### config.mk
export PLATFORM = sky130hd
export DESIGN_NAME = bp_ct_credit_return
export DESIGN_NICKNAME = d
export VERILOG_FILES = /design/src/rtl/bp_ct_credit_return.sv
export SDC_FILE = /design/constraint.sdc
export NUM_CORES = 1
export LEC_CHECK = 0
export CORE_MARGIN = 2
export CORE_UTILIZATION = 45
export DETAILED_ROUTE_END_ITERATION = 7
export GPL_TIMING_DRIVEN = 1
export PLACE_DENSITY_LB_ADDON = 0.12
export SYNTH_ARGS = -nofsm -noshare
export SYNTH_HDL_FRONTEND = slang
export SYNTH_SLANG_ARGS = --single-unit
### constraint.sdc
create_clock -name clk_i -period 6.5 [get_ports clk_i]
set_input_delay 0.65 -clock clk_i [delete_from_list [all_inputs] [get_ports clk_i]]
set_output_delay 0.65 -clock clk_i [all_outputs]
set_load 0.005 [all_outputs]
### src/rtl/bp_ct_credit_return.sv
// bp_ct_credit_return
// Batches locally freed receive-buffer slots into credit-return tokens of
// D = 2^ct_lg_credit_decimation_p credits each. It tracks buffer occupancy
// and flags protocol violations (overflow/underflow) with a sticky error bit.
// Optional feature macro: BP_CT_CREDIT_FLUSH_EN -- adds an idle timer that
// flushes a partial batch (fewer than D credits) after flush_timeout_p idle
// cycles.
module bp_ct_credit_return #(
    parameter int ct_remote_credits_p       = 32,
    parameter int ct_lg_credit_decimation_p = 3,
    parameter int flush_timeout_p           = 64
) (
    input  logic                                     clk_i,
    input  logic                                     reset_i,
    input  logic                                     recv_v_i,
    input  logic                                     free_v_i,
    output logic                                     credit_v_o,
    output logic [$clog2(ct_remote_credits_p+1)-1:0] credit_count_o,
    input  logic                                     credit_ready_i,
    output logic [$clog2(ct_remote_credits_p+1)-1:0] pending_o,
    output logic                                     error_o
);

    localparam int           W       = $clog2(ct_remote_credits_p + 1);
    localparam logic [W-1:0] MAX_CNT = W'(ct_remote_credits_p);
    localparam logic [W-1:0] D_CNT   = W'(1 << ct_lg_credit_decimation_p);
    localparam logic [W-1:0] ONE     = W'(1);

    typedef enum logic {
        e_idle = 1'b0,
        e_send = 1'b1
    } state_e;

    state_e       state_r, state_n;
    logic [W-1:0] occ_r, occ_n;
    logic [W-1:0] pend_r, pend_n;
    logic [W-1:0] cnt_r, cnt_n;
    logic         err_r, err_n;
    logic [W-1:0] pend_sum;
    logic         overflow, underflow, free_ok, handshake;

`ifdef BP_CT_CREDIT_FLUSH_EN
    localparam int            TW         = $clog2(flush_timeout_p + 1);
    localparam logic [TW-1:0] TIMER_LAST = TW'(flush_timeout_p - 1);
    localparam logic [TW-1:0] TONE       = TW'(1);

    logic [TW-1:0] timer_r, timer_n;
    logic          idle_tick;
`else
    logic unused_flush_timeout;
    assign unused_flush_timeout = (flush_timeout_p > 0);
`endif

    // Saturating increment: pending must never wrap, even if the remote
    // misbehaves and refills the buffer faster than credits are returned.
    function automatic logic [W-1:0] sat_inc(input logic [W-1:0] v, input logic inc);
        if (inc && (v < MAX_CNT)) begin
            return v + ONE;
        end
        return v;
    endfunction

    // Next-state logic: occupancy tracking, error detection, pending
    // accumulation and the idle/send token FSM.
    always_comb begin
        state_n   = state_r;
        occ_n     = occ_r;
        cnt_n     = cnt_r;
        err_n     = err_r;

        // A recv with a simultaneous free nets to zero and cannot overflow;
        // likewise a free with a simultaneous recv cannot underflow.
        overflow  = recv_v_i && !free_v_i && (occ_r == MAX_CNT);
        underflow = free_v_i && !recv_v_i && (occ_r == '0);
        free_ok   = free_v_i && !underflow;

        if (recv_v_i && !free_v_i && !overflow) begin
            occ_n = occ_r + ONE;
        end else if (free_v_i && !recv_v_i && !underflow) begin
            occ_n = occ_r - ONE;
        end
        err_n = err_r || overflow || underflow;

        pend_sum  = sat_inc(pend_r, free_ok);
        pend_n    = pend_sum;
        handshake = (state_r == e_send) && credit_ready_i;

        // Launch (or relaunch back-to-back) whenever the post-update pending
        // reaches a full batch; otherwise a retired token drops to idle.
        if ((state_r == e_idle) || handshake) begin
            if (pend_sum >= D_CNT) begin
                state_n = e_send;
                cnt_n   = D_CNT;
                pend_n  = pend_sum - D_CNT;
            end else begin
                state_n = e_idle;
                cnt_n   = '0;
            end
        end

`ifdef BP_CT_CREDIT_FLUSH_EN
        idle_tick = (state_r == e_idle) && (pend_r != '0) && (pend_r < D_CNT) && !free_v_i;
        timer_n   = idle_tick ? (timer_r + TONE) : '0;
        if (idle_tick && (timer_r == TIMER_LAST)) begin
            state_n = e_send;
            cnt_n   = pend_r;
            pend_n  = '0;
            timer_n = '0;
        end
`endif
    end

    // State registers; reset drops any outstanding token without replay.
    always_ff @(posedge clk_i or posedge reset_i) begin
        if (reset_i) begin
            state_r <= e_idle;
            occ_r   <= '0;
            pend_r  <= '0;
            cnt_r   <= '0;
            err_r   <= 1'b0;
`ifdef BP_CT_CREDIT_FLUSH_EN
            timer_r <= '0;
`endif
        end else begin
            state_r <= state_n;
            occ_r   <= occ_n;
            pend_r  <= pend_n;
            cnt_r   <= cnt_n;
            err_r   <= err_n;
`ifdef BP_CT_CREDIT_FLUSH_EN
            timer_r <= timer_n;
`endif
        end
    end

    assign credit_v_o     = (state_r == e_send);
    assign credit_count_o = cnt_r;
    assign pending_o      = pend_r;
    assign error_o        = err_r;

endmodule
Yosys cells after proc, flatten, opt, wreduce, memory -nomap -nowiden:

Cells that the tools add are included.
W data, S select, Z words.

* add/sub/neg operators: 4
* order comparisons: 2
* equality and inequality tests: 1
* mux-type cells: 9
* bitwise gates (word level): 1
* reductions and logical operators: 18

Operator list (number)
* $mux W6: 6
* $add A6 B1 Y6 const B: 2
* $logic_and A1 B1 Y1: 9
* $eq A6 B6 Y1 const B: 1
* $ge A6 B4 Y1 const B: 1
* $logic_not A6 Y1: 1
* $lt A6 B6 Y1 const B: 1
* $sub A6 B1 Y6 const B: 1
* $sub A6 B4 Y6 const B: 1
* $logic_not A1 Y1: 4
* $mux W4: 1
* $logic_or A1 B1 Y1: 3
* $mux W1: 2
* $reduce_bool A2 Y1: 1
* $not A1 Y1: 1

* flip-flop bits (word level): 20
* input bits: 5
* output and inout bits: 14

Longest topological paths before layout:

* depth after elaboration: 11
* gate-level depth with buffers: 9
* mapped depth without buffers: 9

Least setup slack after synthesis:

OpenSTA, ideal clock, no wires.

* path type: register to register
* from: register occ_r[3]
* to: register occ_r[5]
* setup time: 0.138 ns
* data arrival time: 2.474 ns
* data required time: 6.362 ns
* setup slack: 3.887 ns
* cell stages (with the launch flop): 10
* buffers on the path: 0
* period minus slack after synthesis: 2.613 ns
* path through: dfrtp_1 -> or3_1 -> or3_4 -> o21ai_4 -> ha_1 -> a21o_1 -> a21oi_1 -> o21bai_1 -> a21oi_1 -> mux4_2

* longest elaborated chain between the ends: 5
* elaborated cells between the ends (all ways): 13

RTL lines
* from (decl): line 35 `logic [W-1:0] occ_r, occ_n;`
* from (signal assigned): line 126 `occ_r <= occ_n;`
* branches (longest 5 deep; another with $sub A6 B1 Y6)

Several ways; the timed one is not identified. The select of a mux whose other input is x is not followed.
A chain may end at the register's enable or synchronous reset.

Worst setup path in the final report:

Ends and elaborated chain as after synthesis.

==> results.toml <==
[run_status]
status = "completed"

[power]
internal_power_mw = 0.337
peakVddDrop_v = 0.000231
power_frac_clock = 0.115
pwr-share-comb = 0.536
powerDensity_mw_per_mm2 = 471
p_leak_nw = 0.498
power_frac_seq = 0.349
switching_share = 0.370
switching_power_mw = 0.198

[synth]
async_reset_ff_frac = 1.00
ys_ff_latch = 14
synth_cell_type_count = 35
syn_inst = 93
yosys_warnings = 0
synthFlopType = "dfrtp_1"
synthesis.area_um2 = 966
synth_edf_count = 0
ys_seq_area_frac = 0.363
avgSynthCellArea_um2 = 10.4

[routing]
viasPerCell = 5.10
vias = 688
drt-met1-wl_um = 783
wl_per_cell_um = 11.7
wl_met2_um = 698
drc_errors = 0
first_pass_iters = 4
routed_wl_um = 1580
drt_iter0_drc = 8
postRouteAntennaNets = 0
dr_wl_met3_um = 65
maxUsedRoutingLayer = "met4"

[global_routing]
track_usage = 0.156
grt_max_degree = 15
antenna_found_initial = 0
grt_pass1_wl_um = 3030
grt_pass1_vias = 722
grt_overflow_total = 0

[final_layout]
synthToLayoutAreaGrowth_pct = 17.6
layout_commonest_cell = "dfrtp_1"
final_util = 0.568
final_cell_mix = "dfrtp_1, clkdlybuf4s50_1, nor2_1, ha_1"
fillers = 179
n_antenna_cell = 0
fin_nets = 121
drive_gt1_frac = 0.157

[sta]
setup_tns_ns = 0
setup_viol = 0
finalHoldViolations = 0
slew_viol_final = 0
finClkSkew_ns = 0.00184
max_slew_margin = 0.648
fin_crit_ns = 2.75
rsz0062_at_grt = "false"
period_share = 0.424
fmax_mhz = 363
worst_pin_slew_ns = 0.527

[worst_hold_path]
hold_depth = 1
hold_end = "error_o"
min_path_type = "register to register"
hp-start = "error_o"

[critical_path]
worstSetupEndpointType = "register"
max_stage_delay_ns = 0.41
crit_path_frequent_cell = "a21oi_1"
worstPathRequired_ns = 6.65
cp-start-kind = "register"
reg2reg_slack_ns = 3.75
crit_chain = "or3_1 > or3_4 > o21ai_4 > ha_1 > a21o_1 > a21oi_1 > o21bai_1 > a21oi_1 > mux4_2"
crit_arrival_ns = 2.90
worst-path-buf-inv = 0
critPathTopFamily = "compound AO/OA/AOI/OAI gates"
r2r-start = "occ_r[3]"
critPathMaxFanout = 6
ff2ff_path_depth = 9
crit_type = "register to register"
crit_path_top_delay_cell = "dfrtp_1"
rr_endpoint = "occ_r[5]"

[die]
rows = 16
io_pins = 19
dieArea_mm2 = 0.00253
die_h_um = 50.3
die_w_um = 50.3
coreArea_mm2 = 0.00200
initial_core_util = 0.482

[clocking]
cts_hold_buffers = 0
root_buffer = "clkbuf_4"
path_clk_slew_ns = 0.09
numCtsBuffers = 3
cts_sinks = 14
clk_latency_ns = 0.27
cts.repair.resized = 0
htreeDepth = 1
clockBufferDepth = 2
post_cts_buffers = 0
cts_tree = "done"

[placement]
dp_hpwl_um = 1260
place_congestion = 0.781
io_buffers = 13

[run]
cap_violations = 0
[power groups by stage]
stage / clock [mW] / combinational, mW / sequential (mW)
after floorplan: 0 / 0.207 / 0.181
after global placement: 0 / 0.284 / 0.189
after detailed placement: 0 / 0.288 / 0.189
after CTS: 0.0642 / 0.289 / 0.187
after global routing: 0.0700 / 0.327 / 0.197
final: 0.0618 / 0.287 / 0.187
[state kept, by name (all words and copies together) (netlist names)]
name / count
error_o: 1
credit_count_o: 1
pending_o: 6
occ_r: 6
[stage by stage]
stage,instance area [um2],setup slack (ns),total power [mW],cells,hold slack (ns)
after floorplan,981,3.89,0.387,97,0.451
after global placement,1100,3.63,0.473,131,0.445
after detailed placement,1100,3.60,0.477,131,0.447
after CTS,1140,3.73,0.541,135,0.468
after global routing,1140,3.56,0.594,135,0.501
final,1140,3.75,0.535,135,0.461
[per-layer routing]
metal	vias up	track usage
met5	-	0
met3	2	0.0268
li1	354	-
met1	315	0.199
met4	0	0.0946
met2	17	0.246
[synthesized netlist by cell type, types with 2 or more instances]
cell type / n / area, um2
dfrtp_1: 14 / 350
buf_4: 6 / 45.0
ha_1: 6 / 75.1
nor2_1: 6 / 22.5
nand2_1: 5 / 18.8
nor3_1: 5 / 25.0
a21oi_1: 4 / 20.0
mux2_4: 4 / 60.1
nand3_1: 4 / 20.0
a21o_1: 3 / 22.5
inv_1: 3 / 11.3
xnor2_1: 3 / 26.3
xor2_1: 3 / 26.3
nor2b_1: 2 / 12.5
o21a_1: 2 / 15.0
o21ai_0: 2 / 10.0
o21ai_4: 2 / 32.5
o41ai_1: 2 / 17.5
[final cells by class]
type,instances,area (um2),area share
tap,27,33.8,0.0297
multi-input combinational,74,574,0.506
timing repair buffer,13,130,0.115
sequential,14,350,0.308
clock buffer,4,36.3,0.0319
inverter,3,11.3,0.00991
[kinds of logic after synthesis]
logic type	synth area share
flops	0.363
buf+inv	0.0583
other cells	0.00388
xor+xnor	0.0544
mux	0.0972
compound gates	0.161
fa+ha+maj	0.0984
simple gates	0.165
[how the worst max path moves through the flow]
stage	slack, ns	from	depth (start not counted)	to
2_1_floorplan	3.89	occ_r[3]	9	occ_r[5]
3_3_place_gp	3.63	free_v_i	9	occ_r[5]
3_5_place_dp	3.60	free_v_i	9	occ_r[5]
4_1_cts	3.73	occ_r[3]	9	occ_r[5]
5_1_grt	3.56	occ_r[3]	9	occ_r[5]
6_report	3.75	occ_r[3]	9	occ_r[5]
(Power assumes the default switching activity.)
